$ cat src/rtl/sprite_mixer_pkg.sv
// Shared types and constants for the sprite mixer: game state, colour and
// the priority-select result.
package sprite_mixer_pkg;

  typedef logic [23:0] rgb_t;

  localparam rgb_t BG_RGB_DEFAULT = 24'h000000;

  // Wide enough to index the largest legal layer count (8).
  localparam int IDX_W = 3;

  typedef enum logic [1:0] {
    PLAY,
    DEAD,
    FINISHED
  } state_t;

  typedef struct packed {
    logic             hit;
    logic [IDX_W-1:0] idx;
  } prio_t;

endpackage

$ cat src/rtl/sprite_mixer_edge_detect_rise.sv
// 1-bit synchronous rising-edge detector with a registered one-cycle pulse.
module edge_detect_rise (
  input  logic clk,
  input  logic rst,
  input  logic d,
  output logic rise
);

  logic prev;

  // Keep one cycle of history and flag the 0->1 transition.
  always_ff @(posedge clk) begin
    if (rst) begin
      prev <= 1'b0;
      rise <= 1'b0;
    end else begin
      // NOTE: non-blocking, so rise compares against prev's pre-edge value.
      prev <= d;
      rise <= d & ~prev;
    end
  end

endmodule

$ cat src/rtl/sprite_mixer.sv
// Sprite layer mixer: two-stage priority colour pipeline plus the
// collision/goal game-state machine evaluated at each frame start.
module sprite_mixer
  import sprite_mixer_pkg::*;
#(
  parameter int   NUM_LAYERS = 4,
  parameter rgb_t BG_RGB     = BG_RGB_DEFAULT
) (
  input  logic                     i_clk,
  input  logic                     i_rst,
  input  logic                     i_de,
  input  logic                     i_v_sync,
  input  logic [NUM_LAYERS-1:0]    i_layer_hit,
  input  logic [NUM_LAYERS*24-1:0] i_layer_rgb,
  input  logic                     i_restart,
  output logic                     o_de,
  output logic [23:0]              o_rgb,
  output logic                     o_is_dead,
  output logic                     o_is_finished,
  output logic                     o_frame_start
);

  // Lowest-index layer with its hit bit set wins.
  function automatic prio_t prio_sel(input logic [NUM_LAYERS-1:0] hit);
    prio_t res;
    res = '{hit: 1'b0, idx: '0};
    for (int i = NUM_LAYERS - 1; i >= 0; i--) begin
      if (hit[i]) begin
        res.hit = 1'b1;
        res.idx = IDX_W'(i);
      end
    end
    return res;
  endfunction

  prio_t  sel;
  rgb_t   sel_rgb;
  logic   de_s1;
  logic   hit_s1;
  rgb_t   rgb_s1;
  logic   collide;
  logic   goal;
  state_t state;
  logic   pend_dead;
  logic   pend_goal;

  // Pick the winning layer's colour; only a hit layer's colour is ever
  // routed, so undriven colours on other layers cannot leak through.
  always_comb begin
    // NOTE: default first so every path assigns sel_rgb and no latch forms.
    sel_rgb = '0;
    sel     = prio_sel(i_layer_hit);
    for (int i = 0; i < NUM_LAYERS; i++) begin
      if (sel.hit && sel.idx == IDX_W'(i)) sel_rgb = i_layer_rgb[i*24 +: 24];
    end
  end

  // Stage 1: register display-enable and the priority-selected colour.
  always_ff @(posedge i_clk) begin
    if (i_rst) begin
      de_s1  <= 1'b0;
      hit_s1 <= 1'b0;
      rgb_s1 <= '0;
    end else begin
      de_s1  <= i_de;
      hit_s1 <= sel.hit;
      rgb_s1 <= sel_rgb;
    end
  end

  // Stage 2: final colour, background when nothing hit, black when blanked.
  always_ff @(posedge i_clk) begin
    if (i_rst) begin
      o_de  <= 1'b0;
      o_rgb <= '0;
    end else begin
      o_de  <= de_s1;
      o_rgb <= !de_s1 ? 24'h000000 : (hit_s1 ? rgb_s1 : BG_RGB);
    end
  end

  assign collide = i_de & i_layer_hit[0] & (|i_layer_hit[NUM_LAYERS-2:1]);
  assign goal    = i_de & i_layer_hit[0] & i_layer_hit[NUM_LAYERS-1];

  edge_detect_rise u_vs_edge (
    .clk  (i_clk),
    .rst  (i_rst),
    .d    (i_v_sync),
    .rise (o_frame_start)
  );

  // Game FSM: accumulate events per frame, resolve them at frame start
  // (death beats goal), hold the end states until a restart.
  always_ff @(posedge i_clk) begin
    if (i_rst) begin
      state         <= PLAY;
      pend_dead     <= 1'b0;
      pend_goal     <= 1'b0;
      o_is_dead     <= 1'b0;
      o_is_finished <= 1'b0;
    end else if (i_restart) begin
      state         <= PLAY;
      pend_dead     <= 1'b0;
      pend_goal     <= 1'b0;
      o_is_dead     <= 1'b0;
      o_is_finished <= 1'b0;
    end else begin
      case (state)
        PLAY: begin
          if (o_frame_start) begin
            if (pend_dead) begin
              state     <= DEAD;
              o_is_dead <= 1'b1;
              pend_dead <= 1'b0;
              pend_goal <= 1'b0;
            end else if (pend_goal) begin
              state         <= FINISHED;
              o_is_finished <= 1'b1;
              pend_dead     <= 1'b0;
              pend_goal     <= 1'b0;
            end else begin
              // Events on the frame-start cycle open the new frame.
              pend_dead <= collide;
              pend_goal <= goal;
            end
          end else begin
            pend_dead <= pend_dead | collide;
            pend_goal <= pend_goal | goal;
          end
        end
        default: begin
          // DEAD / FINISHED are absorbing; nothing accumulates here.
        end
      endcase
    end
  end

endmodule

$ cat config.mk
export PLATFORM = sky130hd
export DESIGN_NAME = sprite_mixer
export DESIGN_NICKNAME = d
export VERILOG_FILES = /design/src/rtl/sprite_mixer_pkg.sv /design/src/rtl/sprite_mixer_edge_detect_rise.sv /design/src/rtl/sprite_mixer.sv
export SDC_FILE = /design/constraint.sdc
export NUM_CORES = 1
export LEC_CHECK = 0
export CAP_MARGIN = 40
export CORE_UTILIZATION = 38
export DETAILED_ROUTE_END_ITERATION = 6
export GPL_ROUTABILITY_DRIVEN = 0
export PLACE_DENSITY = 0.82
export SYNTH_ARGS = -nofsm -noshare
export SYNTH_HDL_FRONTEND = slang
export SYNTH_SLANG_ARGS = --single-unit
export TNS_END_PERCENT = 20
$ cat constraint.sdc
create_clock -name i_clk -period 2.1 [get_ports i_clk]
set_clock_uncertainty 0.15 [all_clocks]
set_input_delay 0.42 -clock i_clk [delete_from_list [all_inputs] [get_ports i_clk]]
set_output_delay 0.42 -clock i_clk [all_outputs]
set_load 0.005 [all_outputs]
==> key figures <==
Finish
  – Final core utilization: 68.3%
  – Fillcell total: 467
  – Area delta synth->final: 68.9%
  – Nets: 446
  – Fraction of layout cells with a size suffix above 1: 9.25%
  – Non-filler cells, final: 418
  – Antenna cell count: 0

CTS
  – Cts-stage hold buffer count: 0
  – TritonCTS Buffers: 9
  – Clock Root Buffer: clkbuf_8
  – Resize count post-CTS: 0
  – Clk buf depth: 2
  – Clock-pin slew on the worst setup and hold paths: 0.07 ns
  – CTS tree: built
  – H-tree depth: 3
  – CTS Sinks: 59
  – Post-CTS Setup Repair Bufs: 0
  – Latest clock arrival within the worst-skew pair: 0.33 ns

Pwr
  – Comb pwr share: 14.2%
  – Pleak: 1.58 nW
  – Pint: 2.16 mW
  – Sw Ratio: 21.0%
  – Flop pwr share: 43.2%
  – Pwr/cell area: 707 mW/mm2
  – Switch Pwr: 0.577 mW
  – Maximum VDD drop: 0.373 mV
  – Clk pwr share: 42.6%

STA
  – Final setup viols: 0
  – Min cycle time layout: 1.89 ns
  – Slew Limit Fails: 0
  – Fmax: 530 MHz
  – Fin Setup TNS: 0 ns
  – Headroom to the max-slew limit: 41.1%
  – RSZ-0062 raised after global routing: false
  – Worst Max-Slew Pin Slew: 0.883 ns
  – Fin Hold WS: 0.242 ns
  – Final worst path period share: 89.8%
  – Fin. Hold Viols: 0

Routing
  – Drt first pass iters: 4
  – WL/cell: 15.7 um
  – Number of DRC markers in iteration 0: 96
  – Vias: 2178
  – Post-route ant nets: 0
  – Vias per cell: 5.21
  – Post-route DRC: 0
  – Detailed Route WL: 6.55 mm

Global routing
  – GR Overflow Total: 0
  – Initial antenna violation count: 0
  – GR Util met3: 5.94%
  – First-pass GRT wire length: 10.2 mm
  – Gr busiest metal: met2
  – Number of global-route vias before repair: 2118
  – Met2 GRT Util: 36.4%
  – Largest net degree at the start of global routing: 29
  – Gr usage total: 21.5%
  – GR Layer Usage met1: 25.1%

Yosys
  – Syn_nets: 311
  – Top cells by area, synth: dfxtp_1 51%, a221o_1 10%, a32o_1 7.8%
  – Post-synthesis mux area share: 0%
  – Sequential-to-total area share from yosys stat: 51.4%
  – Synth Area in Compound Gates: 24.7%
  – Mapped Cells: 206
  – Share of the synthesized area in the top cell type: 51.4%
  – Yosys reg bits: 59
  – Synth warn: 0
  – XOR/XNOR share of the synthesized area: 0%
  – Simple-gate share of the synthesized area: 16.6%
  – Adder-cell share of the synthesized area: 0%
  – Number of distinct library cells after synthesis: 24
  – Yosys top cell by area: dfxtp_1
  – Avg Inst Size Synth: 11.1 um2
  – Synth Cell Area: 0.00230 mm2
  – Combinational family with the most area after synthesis: compound AO/OA/AOI/OAI gates

Placement
  – Dpl hpwl: 4.77 mm
  – Placed cells: 402
  – PortBufs: 132

Critical path
  – Critical path required time: 2.22 ns
  – Critical path class: in2reg
  – Critical Path AT: 2.01 ns
  – Crit-path leading delay family: buffers and inverters
  – CP Max Fanout: 24
  – CP max stage cell: nor2b_4
  – Crit. End Element: flip-flop
  – CP startpoint kind: input port
  – Slowest stage delay, CP: 0.51 ns
  – CP cell instances: clkdlybuf4s50_1 > buf_4 > nor2b_4 > a221o_1 > a32o_1
  – Critical path buffers and inverters: 2

Floorplanning
  – I/O pin count: 133
  – Rows: 27
  – Initial Util: 40.5%
  – Die width: 79.7 um
  – Die area: 0.00636 mm2
  – Chip Height: 79.7 um
  – Core area: 0.00568 mm2

Job
  – Max-cap violations: 0

Outcome
  – Outcome: completed

Hold path
  – Worst Hold Class: reg2reg
flip-flops by register name, indices dropped and copies added, names as in the netlist:
signal and cells:
de_s1 1, hit_s1 1, o_de 1, o_is_dead 1, o_is_finished 1, o_rgb 24
pend_dead 1, pend_goal 1, rgb_s1 24, state 2, u_vs_edge.prev 1, u_vs_edge.rise 1
Yosys cell counts:
cell,instances
clkbuf_1,7
nor3b_1,1
inv_1,8
or3b_1,1
dfxtp_1,59
nor3_4,1
a22o_1,6
nand2b_1,18
nor3b_4,1
buf_2,3
a221o_1,24
a21oi_2,1
and4bb_1,1
nor2b_1,4
dlymetal6s2s_1,2
nor2b_4,1
nor2_1,4
o21a_1,4
buf_6,6
a21oi_1,9
o21ai_1,2
and3_1,24
a32o_1,18
buf_1,1
routing by layer:
layer	routed length, um	vias to the layer above	part of all wire (%)
li1	-	1050	-
met2	3220	96	49
met4	94	0	1.4
met1	2750	1021	42
met5	0	-	0
met3	486	11	7.4
worst paths after layout:
check                                                from                         to  slack [ns]  cells after the start
worst min register to register  u_vs_edge.prev$_SDFF_PP0_  u_vs_edge.rise$_SDFF_PP0_        0.24                      1
worst max-delay path                       i_layer_hit[1]      rgb_s1[17]$_SDFF_PP0_        0.21                      5
worst min-delay path            u_vs_edge.prev$_SDFF_PP0_  u_vs_edge.rise$_SDFF_PP0_        0.24                      1
worst max register to register           de_s1$_SDFF_PP0_       o_rgb[13]$_SDFF_PP0_        0.63                      2
layout make-up:
type                    count  area, um2  share of cell area (%)
clock buffers              12        155                    4.00
clock inverters             4       72.6                    1.87
inverters                   8       30.0                   0.774
well taps                  72       90.1                    2.32
flip-flops and latches     59       1180                    30.5
repair buffers            143       1400                    36.1
multi-input cells         120        950                    24.5
cell families (layout without fill, tap and decap cells):
| logic type | count (synthesis) | after routing |
|---|---|---|
| compound gates | 64 | 64 |
| flops | 59 | 59 |
| simple gates | 56 | 56 |
| buf+inv | 27 | 167 |
placed cells by master, fill, tap and decap left out:
| cell | n |
|---|---|
| a21oi_1 | 9 |
| a21oi_2 | 1 |
| a221o_1 | 24 |
| a22o_1 | 6 |
| a32o_1 | 18 |
| and3_1 | 24 |
| and4bb_1 | 1 |
| buf_2 | 1 |
| buf_4 | 11 |
| bufinv_16 | 2 |
| clkbuf_1 | 1 |
| clkbuf_8 | 11 |
| clkdlybuf4s50_1 | 131 |
| clkinv_2 | 1 |
| clkinvlp_4 | 1 |
| dfxtp_1 | 59 |
| inv_1 | 8 |
| nand2b_1 | 18 |
| nor2_1 | 4 |
| nor2b_1 | 3 |
| nor2b_2 | 1 |
| nor2b_4 | 1 |
| nor3_4 | 1 |
| nor3b_1 | 1 |
| nor3b_4 | 1 |
| o21a_1 | 4 |
| o21ai_1 | 2 |
| or3b_1 | 1 |
power groups by stage:
stage               Sequential, mW  Clock [mW]  Combinational (mW)
floorplan                     1.20           0               0.150
global placement              1.21           0               0.382
global route                  1.19        1.24               0.418
detailed placement            1.21           0               0.388
CTS                           1.19        1.19               0.391
finish                        1.19        1.17               0.388
stage by stage:
stage | cell area [um2] | worst slack [ns] | power [mW]
2_1_floorplan | 2300 | 0.490 | 1.35
3_3_place_gp | 3650 | -0.0820 | 1.59
3_5_place_dp | 3650 | -0.127 | 1.60
4_1_cts | 3880 | 0.224 | 2.77
5_1_grt | 3880 | 0.110 | 2.85
6_report | 3880 | 0.213 | 2.74
Note: power is estimated with default switching activity, not from simulation.
==> RTL change 1: new RTL, same flow settings <==
`NUM_LAYERS`: 4 -> 3.
--- a/src/rtl/sprite_mixer.sv
+++ b/src/rtl/sprite_mixer.sv
@@ -3,7 +3,7 @@
 module sprite_mixer
   import sprite_mixer_pkg::*;
 #(
-  parameter int   NUM_LAYERS = 4,
+  parameter int   NUM_LAYERS = 3,
   parameter rgb_t BG_RGB     = BG_RGB_DEFAULT
 ) (
   input  logic                     i_clk,
Interface: changed (resized i_layer_hit and i_layer_rgb); port bits go from 133 to 108. The function was not compared with the original's and may differ.
==> RTL change 1 against the original RTL <==
- critical path depth decreased by 1
- power decreased by 14%
- cell area decreased by 12%
- sequential cell count did not move
- synthesized area decreased by 8.0%
- setup slack better by 0.099 ns
- register-to-register slack improved by 0.12 ns
- wire length is 14% lower
- utilization down 3.5 points
- critical path type unchanged
- critical endpoint is now rgb_s1[1]
==> RTL change 1: results (changes against the original RTL) <==
status=complete, no violations; first-pass GRT wire length=9.05 mm (-11%); Filler cells=426 (-8.8%); top cells by area, synth=dfxtp_1 (56%), a221oi_1 (9.5%), and3_1 (7.1%); DPL Wire Length=4.05 mm (-15%); wire per inst=14.8 um (-5.9%); CP arrival=1.88 ns (-0.13 ns); 1st-iter DRT viols=114 (+19%); NumNets Final=390 (-13%); VDD IR-drop max=0.000336 V (-9.8%); Slew @ Worst Pin=0.664 ns (-0.219 ns); end of the worst register-to-register path=pend_goal; CTS Hold Bufs=0 (unchanged); IO Port Bufs=107 (-19%); R2R Setup Slk=0.75 ns (+0.12 ns); Cells after Synth=198 (-3.9%); placed insts=369 (-8.2%); Netlist cell types=25 (+4.2%); largest fanout on the critical path=23 (-4.2%); Non-Filler Instances=384 (-8.1%); largest net degree at the start of global routing=26 (-10%); Synth top cells by count=dfxtp_1 (59), and3_1 (24), a221oi_1 (23), nor2_1 (19), nor3_1 (18); DR vias/cell=4.92 (-5.5%); Worst R2R Path Depth=3 (+1); Place WS=-0.0202 ns (+0.107 ns); post-synthesis sequential area ratio=55.9% (+4.4 points); hold depth=1 (unchanged); layout cells sized above 1=14.3% (+5.1 points); Initial DRT Pass Iterations=4 (unchanged); CP Class=primary input to flip-flop; GRT Overall Usage=20.5% (-1.0 points); Pleak=1.34 nW (-15%); Hold EP=u_vs_edge.rise; R2R Path Start=state[1]; vias in the first global route=1892 (-11%); Post-Synthesis Net Count=278 (-11%)
RTL change 1: cell count changes in the layout (fill, tap and decap cells not counted), moves of 7 or more:
cell | before | now
a32o_1 | 18 | 0
clkdlybuf4s50_1 | 131 | 107
nand2b_1 | 18 | 0
a21oi_1 | 9 | 2
nor3_2 | 0 | 7
nor2_1 | 4 | 19
nor3_1 | 0 | 18
nor2_2 | 0 | 9
a221o_1 | 24 | 0
inv_1 | 8 | 1
a221oi_1 | 0 | 23
RTL change 1: power by group:
group,leakage (nW),switching [W],internal (W)
Sequential,0.483,0.0000158,0.00116
Clock,0.0860,0.000408,0.000448
Combinational,0.774,0.000110,0.000202
Total,1.34,0.000533,0.00181
RTL change 1: worst max-delay path by stage:
stage	startpoint	end	slack (ns)	cells past startpoint
2_1_floorplan	i_layer_hit[1]	rgb_s1[10]	0.63	5
3_3_place_gp	i_layer_hit[0]	rgb_s1[1]	0.05	5
3_5_place_dp	i_layer_hit[0]	rgb_s1[1]	-0.02	4
4_1_cts	i_layer_hit[0]	rgb_s1[1]	0.32	4
5_1_grt	i_layer_hit[0]	rgb_s1[18]	0.24	4
6_report	i_layer_hit[0]	rgb_s1[1]	0.31	4
RTL change 1: layer usage:
layer / up-vias / track usage, % / part of all wire (%)
met5: - / 0 / 0
met3: 9 / 5.99 / 6.9
met2: 88 / 34.9 / 49
met1: 856 / 23.0 / 41
met4: 0 / 11.2 / 2.3
li1: 937 / - / -
RTL change 1: cell type report:
cell class	instances	share of cell area (%)
clock buffers	12	4.28
clock inverters	3	0.442
inverters	1	0.111
multi-input cells	121	23.8
flip-flops and latches	59	34.8
well taps	70	2.58
repair buffers	118	34.0
RTL change 1: cell families (layout without fill, tap and decap cells):
family / after synthesis / after routing / share of synthesized area, %
buffers and inverters: 18 / 134 / 5.86
multiplexers: 1 / 1 / 0.533
AO/OA/AOI/OAI: 31 / 31 / 12.0
flip-flops: 59 / 59 / 55.9
AND/OR/NAND/NOR: 89 / 89 / 25.8
RTL change 1: worst max-delay path, cell delays in order:
cell             delay [ns]
clkdlybuf4s50_1        0.53
nor2b_4                0.55
a221oi_1               0.17
nor3_1                 0.22
RTL change 1: stage by stage:
stage | area (um2) | util (%) | hold WS [ns] | total power [W] | setup TNS, ns
floorplan | 2110 | - | 0.217 | 0.00132 | 0
global placement | 3230 | 61.8 | 0.234 | 0.00150 | 0
detailed placement | 3230 | 61.8 | 0.245 | 0.00151 | -0.0401
CTS | 3390 | 64.8 | 0.254 | 0.00237 | 0
global route | 3390 | 64.8 | 0.282 | 0.00245 | 0
finish | 3390 | 64.8 | 0.252 | 0.00235 | 0
==> RTL change 2: new RTL, config.mk and constraints unchanged <==
Made on the original files. Reset style: asynchronous (`i_rst` and `rst`), changed in 4 clocked blocks.
--- a/src/rtl/sprite_mixer_edge_detect_rise.sv
+++ b/src/rtl/sprite_mixer_edge_detect_rise.sv
@@ -9,7 +9,7 @@
   logic prev;
 
   // Keep one cycle of history and flag the 0->1 transition.
-  always_ff @(posedge clk) begin
+  always_ff @(posedge clk or posedge rst) begin
     if (rst) begin
       prev <= 1'b0;
       rise <= 1'b0;
--- a/src/rtl/sprite_mixer.sv
+++ b/src/rtl/sprite_mixer.sv
@@ -56,7 +56,7 @@
   end
 
   // Stage 1: register display-enable and the priority-selected colour.
-  always_ff @(posedge i_clk) begin
+  always_ff @(posedge i_clk or posedge i_rst) begin
     if (i_rst) begin
       de_s1  <= 1'b0;
       hit_s1 <= 1'b0;
@@ -69,7 +69,7 @@
   end
 
   // Stage 2: final colour, background when nothing hit, black when blanked.
-  always_ff @(posedge i_clk) begin
+  always_ff @(posedge i_clk or posedge i_rst) begin
     if (i_rst) begin
       o_de  <= 1'b0;
       o_rgb <= '0;
@@ -91,7 +91,7 @@
 
   // Game FSM: accumulate events per frame, resolve them at frame start
   // (death beats goal), hold the end states until a restart.
-  always_ff @(posedge i_clk) begin
+  always_ff @(posedge i_clk or posedge i_rst) begin
     if (i_rst) begin
       state         <= PLAY;
       pend_dead     <= 1'b0;
Check against the original RTL: differs if i_rst is asserted again (counterexample within 4 cycles, from zero or initial values and one cycle with i_rst high); with i_rst held inactive, the same outputs for 10 cycles.
==> RTL change 2 against the original RTL <==
- power decreased by 3.1%
- sequential cell count unchanged
- synthesized area increased by 8.6%
- setup slack improved by 0.021 ns
- register-to-register slack improved by 0.08 ns
- cell area increased by 6.1%
- combinational power increased by 30%
- wire length increased by 8.9%
- non-clock buffer count increased by 1
- critical path type unchanged
- critical endpoint is now rgb_s1[3]
- highest routed layer unchanged
==> RTL change 2: results (changes against the original RTL) <==
Initial DRT Pass Iterations=4 (unchanged); antenna violations before repair=0 (unchanged); NumNets Final=442 (-0.90%); Clock Pin Slew Worst Setup and Hold Paths=~0.06 ns; final hold vios=0 (unchanged); GRT Overall Usage=21.7% (+0.15 points); async set-or-reset flop fraction in the synthesized netlist=100% (+100 points); largest fanout on the critical path=24 (unchanged); H-tree levels=3 (unchanged); Post-Synthesis Net Count=303 (-2.6%); deepest clock path buffer count=2 (unchanged); Synth top cells by count=dfrtp_1 (59), a22o_1 (24), and3_1 (24), a221o_1 (23), nand2b_1 (20); Place WS=-0.109 ns (+0.0183 ns); vias=2156 (-1.0%); Filler cells=498 (+6.6%); Power Internal=0.00205 W (-5.1%); HP Class=flip-flop to flip-flop; slowest stage delay, CP=0.52 ns; R2R Path Start=state[1]; root buf cell=clkbuf_8; slowest CP cell=clkdlybuf4s50_1; top cells by area, synth=dfrtp_1 (59%), a221o_1 (9.2%), a22o_1 (8.4%); 1st-iter DRT viols=110 (+15%); hold path start=u_vs_edge.prev; Warnings, synthesis=0 (unchanged); post-cts gate resize count=0 (unchanged); largest net degree at the start of global routing=60 (+110%); Antenna Diode Count=0 (unchanged); Netlist cell types=26 (+8.3%); post-synthesis sequential area ratio=59.2% (+7.8 points); Crit path max-delay family=buffers and inverters; setup repair bufs after CTS=0 (unchanged); VDD IR-drop max=0.000493 V (+32%); Num CTS Buffers=9 (unchanged); wire per inst=17.1 um (+8.9%); IO Port Bufs=132 (unchanged); later-pin clock latency in the skew report=approximately 0.32 ns; first-pass GRT wire length=11.5 mm (+12%); largest registers=o_rgb (24), rgb_s1 (24), state (2); Pleak=1.84 nW (+17%); Rel. slew slack=59.5% (+18 points); status=complete, no violations; layout cells sized above 1=9.09% (-0.16 points); CP arrival=1.92 ns (-0.09 ns); DPL Wire Length=5.53 mm (+16%); CP Launch Point=i_layer_hit[0]
RTL change 2: cell count changes in the layout (fill, tap and decap cells not counted), moves of 2 or more:
cell and change:
a22o_1 +18, a21oi_1 -2, dfxtp_1 -59, o21a_1 -4, buf_12 +2, dfrtp_1 +59, a32o_1 -18, o21ai_1 -2
inv_1 -4, nand2b_1 +2, or2b_1 +3, bufinv_16 -2
RTL change 2: cells by family after synthesis:
family,count (synthesis),share of synthesized area (%)
flip-flops,59,59.2
buffers and inverters,21,4.42
AO/OA/AOI/OAI,59,20.6
AND/OR/NAND/NOR,59,15.8
RTL change 2: routing by layer:
| layer | track usage (%) | wire [um] | up-vias |
|---|---|---|---|
| met2 | 38.3 | 4000 | 64 |
| met3 | 5.37 | 282 | 10 |
| met4 | 8.62 | 105 | 0 |
| met5 | 0 | 0 | - |
| li1 | - | - | 1024 |
| met1 | 25.1 | 2750 | 1058 |
RTL change 2: final cells by class:
class	count	share of cell area [%]
repair buffers	144	34.9
clock buffers	11	3.68
inverters	5	0.456
clock inverters	4	0.639
flip-flops and latches	59	35.9
multi-input cells	118	22.1
well taps	77	2.34
RTL change 2: worst paths after layout:
kind	to	slack (ns)	cells after the start
max	rgb_s1[3]	0.23	5
min	u_vs_edge.rise	0.25	1
max reg2reg	state[1]	0.71	3
min reg2reg	u_vs_edge.rise	0.25	1
max in group asynchronous	de_s1	1.22	3
min in group asynchronous	o_rgb[17]	0.32	3
RTL change 2: through the flow:
| stage | cell area, um2 | cells |
|---|---|---|
| 2_1_floorplan | 2490 | 198 |
| 3_3_place_gp | 3940 | 403 |
| 3_5_place_dp | 3940 | 403 |
| 4_1_cts | 4110 | 418 |
| 5_1_grt | 4110 | 418 |
| 6_report | 4110 | 418 |
RTL change 2: power by group through the flow:
stage / registers (W) / clock network (W) / logic (W)
2_1_floorplan: 0.00127 / 0 / 0.000181
3_3_place_gp: 0.00128 / 0 / 0.000497
3_5_place_dp: 0.00128 / 0 / 0.000504
4_1_cts: 0.00126 / 0.000929 / 0.000506
5_1_grt: 0.00127 / 0.000976 / 0.000542
6_report: 0.00126 / 0.000895 / 0.000504
